===== src/rtl/fa_bist_pkg.sv =====
// Shared constants and golden model for the full-adder BIST controller.
// FSM encodings, vector count, MISR polynomial/seed, fa_expect().
package fa_bist_pkg;

    localparam int NUM_VECS = 8;

    typedef logic [2:0] vec_t;

    localparam logic [2:0] S_IDLE   = 3'd0;
    localparam logic [2:0] S_DRIVE  = 3'd1;
    localparam logic [2:0] S_WAIT   = 3'd2;
    localparam logic [2:0] S_SAMPLE = 3'd3;
    localparam logic [2:0] S_DONE   = 3'd4;

    // x^16 + x^12 + x^5 + 1
    localparam logic [15:0] MISR_POLY = 16'h1021;
    localparam logic [15:0] MISR_SEED = 16'hFFFF;

    function automatic logic [1:0] fa_expect(
        input logic a,
        input logic b,
        input logic c
    );
        return {a ^ b ^ c, (a & b) | (a & c) | (b & c)};
    endfunction

endpackage


===== src/rtl/fa_bist_if.sv =====
// Sequencer / adder-facing bundle of the BIST controller.
// signature exists only when FA_BIST_MISR_EN is defined.
interface fa_bist_if #(
    parameter int ERR_W = 4
);
    logic             start;
    logic             abort;
    logic             busy;
    logic             done;
    logic             pass;
    logic [ERR_W-1:0] err_cnt;
    logic             fail_valid;
    logic [2:0]       fail_vec;
    logic             dut_a;
    logic             dut_b;
    logic             dut_c;
    logic             dut_sum;
    logic             dut_carry;
`ifdef FA_BIST_MISR_EN
    logic [15:0]      signature;

    modport master (
        output start, abort, dut_sum, dut_carry,
        input  busy, done, pass, err_cnt,
        input  fail_valid, fail_vec,
        input  dut_a, dut_b, dut_c, signature
    );
    modport slave (
        input  start, abort, dut_sum, dut_carry,
        output busy, done, pass, err_cnt,
        output fail_valid, fail_vec,
        output dut_a, dut_b, dut_c, signature
    );
`else
    modport master (
        output start, abort, dut_sum, dut_carry,
        input  busy, done, pass, err_cnt,
        input  fail_valid, fail_vec,
        input  dut_a, dut_b, dut_c
    );
    modport slave (
        input  start, abort, dut_sum, dut_carry,
        output busy, done, pass, err_cnt,
        output fail_valid, fail_vec,
        output dut_a, dut_b, dut_c
    );
`endif
endinterface


===== src/rtl/fa_bist_misr.sv =====
// 16-bit MISR compacting {carry,sum} responses of the adder under test.
// Data is folded into bits [1:0], then one Galois LFSR step.
module fa_bist_misr
    import fa_bist_pkg::*;
(
    input  logic        clk,
    input  logic        rst,
    input  logic        i_seed,
    input  logic        i_shift,
    input  logic [1:0]  i_data,
    output logic [15:0] o_sig
);

    logic [15:0] r_sig;
    logic [15:0] w_mix;
    logic [15:0] w_next;

    assign w_mix  = r_sig ^ {14'd0, i_data};
    assign w_next = {w_mix[14:0], 1'b0}
                  ^ (w_mix[15] ? MISR_POLY : 16'h0000);

    always_ff @(posedge clk or posedge rst) begin
        if (rst) begin
            r_sig <= 16'h0000;
        end else if (i_seed) begin
            r_sig <= MISR_SEED;
        end else if (i_shift) begin
            r_sig <= w_next;
        end
    end

    assign o_sig = r_sig;

endmodule


===== src/rtl/fa_bist_ctrl.sv =====
// Exhaustive 8-vector BIST controller for a 1-bit full adder.
// Optional signature MISR enabled by defining FA_BIST_MISR_EN.
module fa_bist_ctrl
    import fa_bist_pkg::*;
#(
    parameter int SETTLE_CYCLES = 1,
    parameter int NUM_PASSES    = 1,
    parameter int ERR_W         = 4
) (
    input logic      clk,
    input logic      rst,
    fa_bist_if.slave bus
);

    localparam int WAIT_W =
        (SETTLE_CYCLES > 1) ? $clog2(SETTLE_CYCLES) : 1;
    localparam int PASS_W =
        (NUM_PASSES > 1) ? $clog2(NUM_PASSES) : 1;
    localparam logic [WAIT_W-1:0] WAIT_LAST =
        WAIT_W'(SETTLE_CYCLES - 1);
    localparam logic [PASS_W-1:0] PASS_LAST =
        PASS_W'(NUM_PASSES - 1);
    localparam logic [ERR_W-1:0] ERR_MAX = '1;
    localparam vec_t LAST_VEC = vec_t'(NUM_VECS - 1);

    logic [2:0]        r_state;
    vec_t              r_idx;
    logic [PASS_W-1:0] r_pass_idx;
    logic [WAIT_W-1:0] r_wait;
    logic              r_busy;
    logic              r_done;
    logic              r_pass;
    logic [ERR_W-1:0]  r_err_cnt;
    logic              r_fail_valid;
    vec_t              r_fail_vec;

    logic             w_vec_on;
    logic             w_start_acc;
    logic             w_abort;
    logic [1:0]       w_exp;
    logic             w_miss;
    logic [ERR_W-1:0] w_err_nxt;

    assign w_vec_on = (r_state == S_DRIVE)
                   || (r_state == S_WAIT)
                   || (r_state == S_SAMPLE);
    assign w_start_acc = (r_state == S_IDLE) && bus.start;
    assign w_abort     = w_vec_on && bus.abort;

    assign w_exp  = fa_expect(r_idx[2], r_idx[1], r_idx[0]);
    assign w_miss = (r_state == S_SAMPLE)
                 && ({bus.dut_sum, bus.dut_carry} != w_exp);
    assign w_err_nxt = (w_miss && (r_err_cnt != ERR_MAX))
                     ? r_err_cnt + ERR_W'(1) : r_err_cnt;

    always_ff @(posedge clk or posedge rst) begin
        if (rst) begin
            r_state      <= S_IDLE;
            r_idx        <= '0;
            r_pass_idx   <= '0;
            r_wait       <= '0;
            r_busy       <= 1'b0;
            r_done       <= 1'b0;
            r_pass       <= 1'b0;
            r_err_cnt    <= '0;
            r_fail_valid <= 1'b0;
            r_fail_vec   <= '0;
        end else if (w_abort) begin
            // partial err_cnt / fail_* stay visible after a cancel
            r_state <= S_IDLE;
            r_busy  <= 1'b0;
            r_done  <= 1'b0;
            r_pass  <= 1'b0;
        end else begin
            unique case (r_state)
                S_IDLE: begin
                    if (bus.start) begin
                        r_state      <= S_DRIVE;
                        r_idx        <= '0;
                        r_pass_idx   <= '0;
                        r_busy       <= 1'b1;
                        r_pass       <= 1'b0;
                        r_err_cnt    <= '0;
                        r_fail_valid <= 1'b0;
                        r_fail_vec   <= '0;
                    end
                end
                S_DRIVE: begin
                    r_state <= S_WAIT;
                    r_wait  <= '0;
                end
                S_WAIT: begin
                    if (r_wait == WAIT_LAST) begin
                        r_state <= S_SAMPLE;
                    end else begin
                        r_wait <= r_wait + WAIT_W'(1);
                    end
                end
                S_SAMPLE: begin
                    r_err_cnt <= w_err_nxt;
                    if (w_miss && !r_fail_valid) begin
                        r_fail_valid <= 1'b1;
                        r_fail_vec   <= r_idx;
                    end
                    if (r_idx != LAST_VEC) begin
                        r_idx   <= r_idx + 3'd1;
                        r_state <= S_DRIVE;
                    end else if (r_pass_idx != PASS_LAST) begin
                        r_idx      <= '0;
                        r_pass_idx <= r_pass_idx + PASS_W'(1);
                        r_state    <= S_DRIVE;
                    end else begin
                        r_state <= S_DONE;
                        r_done  <= 1'b1;
                        r_busy  <= 1'b0;
                        r_pass  <= (w_err_nxt == '0);
                    end
                end
                S_DONE: begin
                    r_done  <= 1'b0;
                    r_state <= S_IDLE;
                end
                default: begin
                    r_state <= S_IDLE;
                end
            endcase
        end
    end

    assign bus.dut_a      = w_vec_on & r_idx[2];
    assign bus.dut_b      = w_vec_on & r_idx[1];
    assign bus.dut_c      = w_vec_on & r_idx[0];
    assign bus.busy       = r_busy;
    assign bus.done       = r_done;
    assign bus.pass       = r_pass;
    assign bus.err_cnt    = r_err_cnt;
    assign bus.fail_valid = r_fail_valid;
    assign bus.fail_vec   = r_fail_vec;

`ifdef FA_BIST_MISR_EN
    logic        w_shift;
    logic [15:0] w_sig;

    assign w_shift = (r_state == S_SAMPLE) && !bus.abort;

    fa_bist_misr u_misr (
        .clk     (clk),
        .rst     (rst),
        .i_seed  (w_start_acc),
        .i_shift (w_shift),
        .i_data  ({bus.dut_carry, bus.dut_sum}),
        .o_sig   (w_sig)
    );

    assign bus.signature = w_sig;
`endif

endmodule


===== src/flat_wrapper.sv =====
// flat-port wrapper written by rule: the top's interface ports become plain ports
module fa_bist_ctrl_flat import fa_bist_pkg::*;
#(
    parameter int SETTLE_CYCLES = 1,
    parameter int NUM_PASSES    = 1,
    parameter int ERR_W         = 4
)
  (clk, rst, bus_start, bus_abort, bus_dut_sum, bus_dut_carry, bus_busy, bus_done, bus_pass, bus_err_cnt, bus_fail_valid, bus_fail_vec, bus_dut_a, bus_dut_b, bus_dut_c);
  fa_bist_if #(.ERR_W(ERR_W)) bus_i ();
  input logic clk;
  input logic rst;
  input wire logic [$bits(bus_i.start)-1:0] bus_start;
  input wire logic [$bits(bus_i.abort)-1:0] bus_abort;
  input wire logic [$bits(bus_i.dut_sum)-1:0] bus_dut_sum;
  input wire logic [$bits(bus_i.dut_carry)-1:0] bus_dut_carry;
  output wire logic [$bits(bus_i.busy)-1:0] bus_busy;
  output wire logic [$bits(bus_i.done)-1:0] bus_done;
  output wire logic [$bits(bus_i.pass)-1:0] bus_pass;
  output wire logic [$bits(bus_i.err_cnt)-1:0] bus_err_cnt;
  output wire logic [$bits(bus_i.fail_valid)-1:0] bus_fail_valid;
  output wire logic [$bits(bus_i.fail_vec)-1:0] bus_fail_vec;
  output wire logic [$bits(bus_i.dut_a)-1:0] bus_dut_a;
  output wire logic [$bits(bus_i.dut_b)-1:0] bus_dut_b;
  output wire logic [$bits(bus_i.dut_c)-1:0] bus_dut_c;
  assign bus_i.start = bus_start;
  assign bus_i.abort = bus_abort;
  assign bus_i.dut_sum = bus_dut_sum;
  assign bus_i.dut_carry = bus_dut_carry;
  assign bus_busy = bus_i.busy;
  assign bus_done = bus_i.done;
  assign bus_pass = bus_i.pass;
  assign bus_err_cnt = bus_i.err_cnt;
  assign bus_fail_valid = bus_i.fail_valid;
  assign bus_fail_vec = bus_i.fail_vec;
  assign bus_dut_a = bus_i.dut_a;
  assign bus_dut_b = bus_i.dut_b;
  assign bus_dut_c = bus_i.dut_c;
  fa_bist_ctrl #(.SETTLE_CYCLES(SETTLE_CYCLES), .NUM_PASSES(NUM_PASSES), .ERR_W(ERR_W)) u_core (.clk(clk), .rst(rst), .bus(bus_i));
endmodule

===== config.mk =====
export PLATFORM = sky130hd
export DESIGN_NAME = fa_bist_ctrl_flat
export DESIGN_NICKNAME = d
export VERILOG_FILES = /design/src/rtl/fa_bist_pkg.sv /design/src/rtl/fa_bist_if.sv /design/src/rtl/fa_bist_misr.sv /design/src/rtl/fa_bist_ctrl.sv /design/src/flat_wrapper.sv
export SDC_FILE = /design/constraint.sdc
export NUM_CORES = 1
export LEC_CHECK = 0
export BUFFER_PORTS_ARGS = -buffer_cell sky130_fd_sc_hd__buf_2
export CORE_MARGIN = 5
export CORE_UTILIZATION = 53
export DETAILED_ROUTE_END_ITERATION = 6
export PLACE_DENSITY = 0.77
export SLEW_MARGIN = 30
export SYNTH_ARGS = -nofsm -noshare
export SYNTH_HDL_FRONTEND = slang
export SYNTH_SLANG_ARGS = --single-unit
export TNS_END_PERCENT = 50

===== constraint.sdc =====
create_clock -name clk -period 3 [get_ports clk]
set_input_delay 0.6 -clock clk [delete_from_list [all_inputs] [get_ports clk]]
set_output_delay 0.6 -clock clk [all_outputs]
set_load 0.05 [all_outputs]

==> parameters.txt, run 1 <==
Parameter                              Value

Floorplan
  Floorplan die area ... roughly 2900 um2
  Die width ... roughly 54 um
  Starting density of the core ... roughly 57%
  # IOs ... 20
  Die Y-Extent ... ~54 um
  Core area ... approximately 1800 um2
  Row count ... 15

CTS
  Count of instances resized after the clock tree is built ... 0
  Clock latency at the later pin of the worst-skew pair ... 0.29 ns
  Post-CTS clock slew at the launch and capture registers of the worst setup and hold paths ... approximately 0.10 ns
  CTS sink count ... 17
  Number of buffers created by CTS ... 3
  TritonCTS clock tree ... built
  Setup bufs post-CTS ... 0
  Total number of H-tree levels ... 1
  Maximum buffer depth of the clock tree ... 2
  Hold-fix buffers at CTS ... 0
  Cell at the root of the clock tree ... sky130_fd_sc_hd__clkbuf_4

Global routing
  Wire length of the first global-routing pass ... ~3200 um
  Overall global routing resource usage ... between 10% and 20%
  Via count of the first global-routing pass ... ~740
  Maximum number of pins on one net before global-route repair ... 18
  Antenna violations before repair ... 0
  GRT overflow ... 0

Worst setup path
  Critical Path End Type ... flop
  Critical path arrival ... ~2.4 ns
  Cell with the largest stage delay on the worst path ... sky130_fd_sc_hd__fa_1
  Kind of launch point of the worst setup path ... flop
  Highest cell delay on the worst timing path ... approximately 0.55 ns
  Required time of the worst setup path ... between 3 and 4 ns
  Crit Path Category ... flop to flop
  Family of cells with the greatest summed delay on the critical path ... compound AO/OA/AOI/OAI gates
  Cell chain of the critical path ... inv_1, fa_1, xor2_1, a211oi_2, o2111a_1, a32o_1
  Worst path buffer plus inverter count ... 1
  Largest fanout on the critical path ... 6

Power and ir drop
  Cell Pwr Density ... around 680 nW/um2
  Leakage power of the design ... between 0.5 and 0.6 nW
  Design Power ... a little under 0.0008 W
  Maximum VDD drop ... 0.000458 V

Synthesis
  Yosys warning total ... 0
  Commonest register cell after synthesis ... sky130_fd_sc_hd__dfrtp_1
  Sequential fraction of the synthesis area ... 41.7%
  Mean cell area of the mapped netlist ... around 10 um2
  Combined area of all synthesized cells ... roughly 1000 um2
  Number of distinct library cells after synthesis ... 42
  Seq cells post-synth ... 17
  Count of flip-flops with a built-in enable after synthesis ... 0
  Instance count of the mapped netlist ... about 100
  Async set or reset register ratio after synthesis ... between 90% and 100%
  Net count of the mapped netlist ... between 100 and 150

Route
  1st-iter DRT viols ... 24
  Post-detailed-route via-to-cell ratio ... around 5.6
  Post-DR wirelength/cell ... around 13 um
  Drt drc ... 0
  Post-DRT Antenna Nets ... 0
  Total Wirelength ... slightly below 2000 um
  Number of detailed-routing iterations run before antenna repair ... 4
  Vias post-DR ... around 800

Finish
  NumNets Final ... roughly 130
  Fraction of layout cells with a size suffix above 1 ... roughly 30%
  Synthesis-to-layout area growth ... 12.8%
  Number of diodes ... 0

Hold path
  Min-Delay Path Class ... primary input to asynchronous set/reset pin

Outcome
  Run status ... completed

Timing
  RSZ-0062 raised after global routing ... no
  Final Max Slew Viols ... 0
  Clock skew after layout ... 0.00573 ns
  Total of endpoints with negative setup slack in the final report ... 0
  Maximum clock frequency ... 0.448 GHz
  Worst max-slew margin expressed relative to the limit ... between 50% and 60%
  Post-route worst setup slack ... roughly 0.77 ns
  Hold Vio Cnt, Final ... 0
  Total Negative Setup Slacks ... 0 ns
  Clock period minus final worst setup slack ... 2.23 ns
  Share of the clock period used by the worst path after layout ... 74.5%
  Slew of the pin with the lowest slew margin ... between 0.6 and 0.7 ns

Placement
  Port Buffers ... 19
  Pre-CTS setup slack ... around 0.77 ns
  HPWL reported at the end of detailed placement ... approximately 1500 um
  Global placer's final weighted congestion ... 0.919

Flow run
  Maximum Capacitance Violations ... 0
## cell usage after synthesis (2+ instances only)
master                     number  share of area [%]
sky130_fd_sc_hd__dfrtp_1       17                 42
sky130_fd_sc_hd__inv_1         10                3.7
sky130_fd_sc_hd__nor2_1         8                2.9
sky130_fd_sc_hd__a21oi_1        5                2.5
sky130_fd_sc_hd__nand2_1        4                1.5
sky130_fd_sc_hd__nor3_1         4                2.0
sky130_fd_sc_hd__a21o_1         3                2.2
sky130_fd_sc_hd__a22o_1         3                2.6
sky130_fd_sc_hd__ha_1           3                3.7
sky130_fd_sc_hd__nand2b_1       3                1.8
sky130_fd_sc_hd__nand3_1        3                1.5
sky130_fd_sc_hd__nand3b_1       3                2.2
sky130_fd_sc_hd__a22o_2         2                2.0
sky130_fd_sc_hd__a32o_1         2                2.0
sky130_fd_sc_hd__mux2i_1        2                2.0
sky130_fd_sc_hd__o21ai_2        2                1.7
sky130_fd_sc_hd__xor2_1         2                1.7
## final timing paths
path                                  from                     to  slack [ns]  cells past startpoint
min in group clk           u_core.bus.done        u_core.bus.done        0.50                      2
max reg2reg                u_core.r_idx[0]        u_core.bus.pass        0.77                      6
min reg2reg                u_core.bus.done        u_core.bus.done        0.50                      2
max                        u_core.r_idx[0]        u_core.bus.pass        0.77                      6
min                                    rst        u_core.bus.done        0.38                      2
max in group asynchronous              rst  u_core.bus.err_cnt[2]        2.20                      2
## logic make-up after synthesis
logic type | share of synthesized area (%)
adder cells (fa/ha/maj) | 5.64
AND/OR/NAND/NOR | 17.4
flip-flops | 41.7
XOR/XNOR | 2.58
AO/OA/AOI/OAI | 23.2
multiplexers | 3.44
buffers and inverters | 6.01
## registers in the layout, summed over array words and instances (netlist names)
name,flops
u_core.bus.err_cnt,4
u_core.bus.fail_vec,3
u_core.r_idx,3
u_core.r_state,3
u_core.bus.busy,1
u_core.bus.done,1
u_core.bus.fail_valid,1
u_core.bus.pass,1
## report_power, final
group	total [W]	switching [W]	internal, W	leakage, nW
clock	0.000120	0.0000704	0.0000495	0.0177
sequential	0.000318	0.0000539	0.000264	0.231
combinational	0.000340	0.000217	0.000123	0.326
total	0.000778	0.000342	0.000436	0.575
## layer usage
layer / track usage [%] / up-vias / wire length [um]
met5: 0 / - / 0
met4: 6.38 / 0 / 29
met3: 2.49 / 4 / 72
met2: 23.4 / 22 / 898
met1: 20.9 / 394 / 942
li1: - / 399 / -
## through the flow
step	hold slack, ns	util, %	std cells	instance area (um2)
detailed placement	0.485	62.9	142	1120
finish	0.380	64.5	146	1150
global route	0.414	64.5	146	1150
floorplan	0.513	-	101	1020
global placement	0.479	62.9	142	1120
CTS	0.398	64.5	146	1150
## final cells by class
| type | instances | area [um2] |
|---|---|---|
| multi-input cells | 71 | 533 |
| clock buffers | 3 | 22.5 |
| flip-flops and latches | 17 | 425 |
| clock inverters | 1 | 5.00 |
| inverters | 10 | 37.5 |
| repair buffers | 19 | 95.1 |
| well taps | 25 | 31.3 |
| fillers | 147 | 633 |
## layout by cell type, fill, tap and decap left out, types with 2 or more instances in the layout
cell / instances
sky130_fd_sc_hd__a32o_1: 2
sky130_fd_sc_hd__inv_1: 10
sky130_fd_sc_hd__nor2_1: 8
sky130_fd_sc_hd__nand2b_1: 3
sky130_fd_sc_hd__a21oi_1: 5
sky130_fd_sc_hd__a22o_1: 3
sky130_fd_sc_hd__ha_1: 3
sky130_fd_sc_hd__nand2_1: 4
sky130_fd_sc_hd__nor3_1: 4
sky130_fd_sc_hd__a22o_2: 2
sky130_fd_sc_hd__a21o_1: 3
sky130_fd_sc_hd__clkbuf_4: 3
sky130_fd_sc_hd__nand3_1: 3
sky130_fd_sc_hd__buf_2: 19
sky130_fd_sc_hd__nand3b_1: 3
sky130_fd_sc_hd__o21ai_2: 2
sky130_fd_sc_hd__mux2i_1: 2
sky130_fd_sc_hd__xor2_1: 2
sky130_fd_sc_hd__dfrtp_1: 17
Note: power is estimated with default switching activity, not from simulation.
==> run 2, diff against run 1 <==
- clock period: 3 -> 2.33 ns (I/O delays scaled with it)
==> parameters.txt, run 2 (synthesized netlist as in run 1, its figures left out) <==
Parameter                              Value

Timing
  Hold Vio Cnt, Final ... 0 (unchanged)
  Slew of the pin with the lowest slew margin ... 0.647 ns (was 0.646 ns)
  Worst max-slew margin expressed relative to the limit ... 56.8% (was 56.9%)
  Clock skew after layout ... 0.00564 ns (was 0.00573 ns)
  Total Negative Setup Slacks ... 0 ns (unchanged)
  Total of endpoints with negative setup slack in the final report ... 0 (unchanged)
  RSZ-0062 raised after global routing ... no (unchanged)
  Post-route worst setup slack ... 0.146 ns (was 0.766 ns)
  Clock period minus final worst setup slack ... 2.18 ns (was 2.23 ns)
  Worst hold-check slack ... 0.247 ns (was 0.380 ns)
  Final Max Slew Viols ... 0 (unchanged)
  Maximum clock frequency ... 0.458 GHz (was 0.448 GHz)
  Share of the clock period used by the worst path after layout ... 93.7% (was 74.5%)

Route
  Total Wirelength ... 1980 um (was 1940 um)
  Post-DRT Antenna Nets ... 0 (unchanged)
  Post-detailed-route via-to-cell ratio ... 5.68 (was 5.61)
  1st-iter DRT viols ... 36 (was 24)
  Post-DR wirelength/cell ... 13.6 um (was 13.3 um)
  Vias post-DR ... 829 (was 819)
  Number of detailed-routing iterations run before antenna repair ... 4 (unchanged)
  Drt drc ... 0 (unchanged)

Floorplan
  Core area ... 1780 um2 (unchanged)
  Die width ... 53.9 um (unchanged)
  Die Y-Extent ... 53.9 um (unchanged)
  Floorplan die area ... 2900 um2 (unchanged)
  # IOs ... 20 (unchanged)
  Starting density of the core ... 57.2% (unchanged)
  Row count ... 15 (unchanged)

Global routing
  Antenna violations before repair ... 0 (unchanged)
  Via count of the first global-routing pass ... 737 (unchanged)
  Wire length of the first global-routing pass ... 3190 um (unchanged)
  Maximum number of pins on one net before global-route repair ... 18 (unchanged)
  GRT overflow ... 0 (unchanged)
  Overall global routing resource usage ... 15.2% (unchanged)

Finish
  Most frequent cells in the layout ... sky130_fd_sc_hd__buf_2, sky130_fd_sc_hd__dfrtp_1, sky130_fd_sc_hd__inv_1 (unchanged)
  Non-filler instance count after layout ... 146 (unchanged)
  Largest register FFs ... 4 (unchanged)
  NumNets Final ... 132 (unchanged)
  Synthesis-to-layout area growth ... 13.5% (was 12.8%)
  Register area ... 425 um2 (unchanged)
  Fraction of layout cells with a size suffix above 1 ... 30.6% (was 29.8%)
  Number of diodes ... 0 (unchanged)
  Area of combinational cells with multiple inputs ... 541 um2 (was 533 um2)
  Share of the core filled with cells in the final layout ... 64.9% (was 64.5%)
  Number of fill cells in the layout ... 146 (was 147)
  Most common cell after layout, fill and taps aside ... sky130_fd_sc_hd__buf_2 (unchanged)

Worst setup path
  Critical path arrival ... 2.37 ns (was 2.42 ns)
  Worst Setup SP ... u_core.r_idx[0] (unchanged)
  Critical Path End Type ... flop (unchanged)
  Crit Path Category ... flop to flop (unchanged)
  Kind of launch point of the worst setup path ... flop (unchanged)
  Reg-to-Reg Start ... u_core.r_idx[0] (unchanged)
  Required time of the worst setup path ... 2.51 ns (was 3.18 ns)
  Largest fanout on the critical path ... 6 (unchanged)

CTS
  Setup bufs post-CTS ... 0 (unchanged)
  Cell at the root of the clock tree ... sky130_fd_sc_hd__clkbuf_4 (unchanged)
  Hold-fix buffers at CTS ... 0 (unchanged)
  Total number of H-tree levels ... 1 (unchanged)
  Maximum buffer depth of the clock tree ... 2 (unchanged)
  TritonCTS clock tree ... built (unchanged)
  CTS sink count ... 17 (unchanged)
  Post-CTS clock slew at the launch and capture registers of the worst setup and hold paths ... 0.10 ns (about the same)
  Number of buffers created by CTS ... 3 (unchanged)
  Clock latency at the later pin of the worst-skew pair ... 0.29 ns (about the same)

Placement
  Port Buffers ... 19 (unchanged)
  Pre-CTS setup slack ... 0.105 ns (was 0.775 ns)
  HPWL reported at the end of detailed placement ... 1490 um (unchanged)
  Post-placement cell count ... 142 (unchanged)
  Global placer's final weighted congestion ... 0.919 (unchanged)

Hold path
  Min-Delay Path Class ... primary input to asynchronous set/reset pin (unchanged)

Flow run
  Maximum Capacitance Violations ... 0 (unchanged)

Outcome
  Run status ... completed (unchanged)

Power and ir drop
  Leakage power of the design ... 0.577 nW (was 0.575 nW)
  Maximum VDD drop ... 0.000589 V (was 0.000458 V)
  Cell Pwr Density ... 873 nW/um2 (was 677 nW/um2)
## run 2: cell counts in the layout (fill, tap and decap cells not counted)
No cell type changed its count.
## run 2: critical path, cell delays in order (launching register included)
cell and delay (ns):
sky130_fd_sc_hd__dfrtp_1 0.43, sky130_fd_sc_hd__inv_1 0.10, sky130_fd_sc_hd__fa_1 0.43, sky130_fd_sc_hd__xor2_1 0.43, sky130_fd_sc_hd__a211oi_2 0.19, sky130_fd_sc_hd__o2111a_1 0.26, sky130_fd_sc_hd__a32o_1 0.25
## run 2: final timing paths
path / to / slack [ns] / cells after the start
setup / recovery: u_core.bus.pass / 0.15 / 6
hold / removal: u_core.bus.done / 0.25 / 2
setup reg to reg: u_core.bus.pass / 0.15 / 6
hold reg to reg: u_core.bus.done / 0.50 / 2
max in group asynchronous: u_core.bus.err_cnt[2] / 1.66 / 2
min in group clk: u_core.r_state[1] / 0.41 / 2
## run 2: layout make-up
cell class / count / share of cell area (%)
tap: 25 / 2.70
clock inverter: 1 / 0.432
timing repair buffer: 19 / 8.22
multi-input combinational: 71 / 46.7
inverter: 10 / 3.24
clock buffer: 3 / 1.95
sequential: 17 / 36.8
## run 2: through the flow
step	total power (W)	cell area, um2
2_1_floorplan	0.000796	1020
3_3_place_gp	0.000848	1120
3_5_place_dp	0.000854	1120
4_1_cts	0.00101	1150
5_1_grt	0.00108	1160
6_report	0.00101	1160
## run 2: power breakdown
part	switching (W)	total (W)	internal, W	leakage (nW)
Sequential	0.0000690	0.000409	0.000340	0.231
Combinational	0.000284	0.000447	0.000162	0.328
Clock	0.0000904	0.000154	0.0000637	0.0177
## run 2: per-layer routing
| metal | part of all wire [%] | GRT usage [%] | routed length (um) |
|---|---|---|---|
| met2 | 47 | 23.4 | 927 |
| met1 | 47 | 20.9 | 933 |
| met4 | 1.4 | 6.38 | 28 |
| met3 | 4.7 | 2.49 | 94 |
| met5 | 0 | 0 | 0 |
## run 2: timing repair
action                     4_1_cts  5_1_grt
resized for setup                0        1
setup endpoints to repair        0        1
hold endpoints to repair         0        0
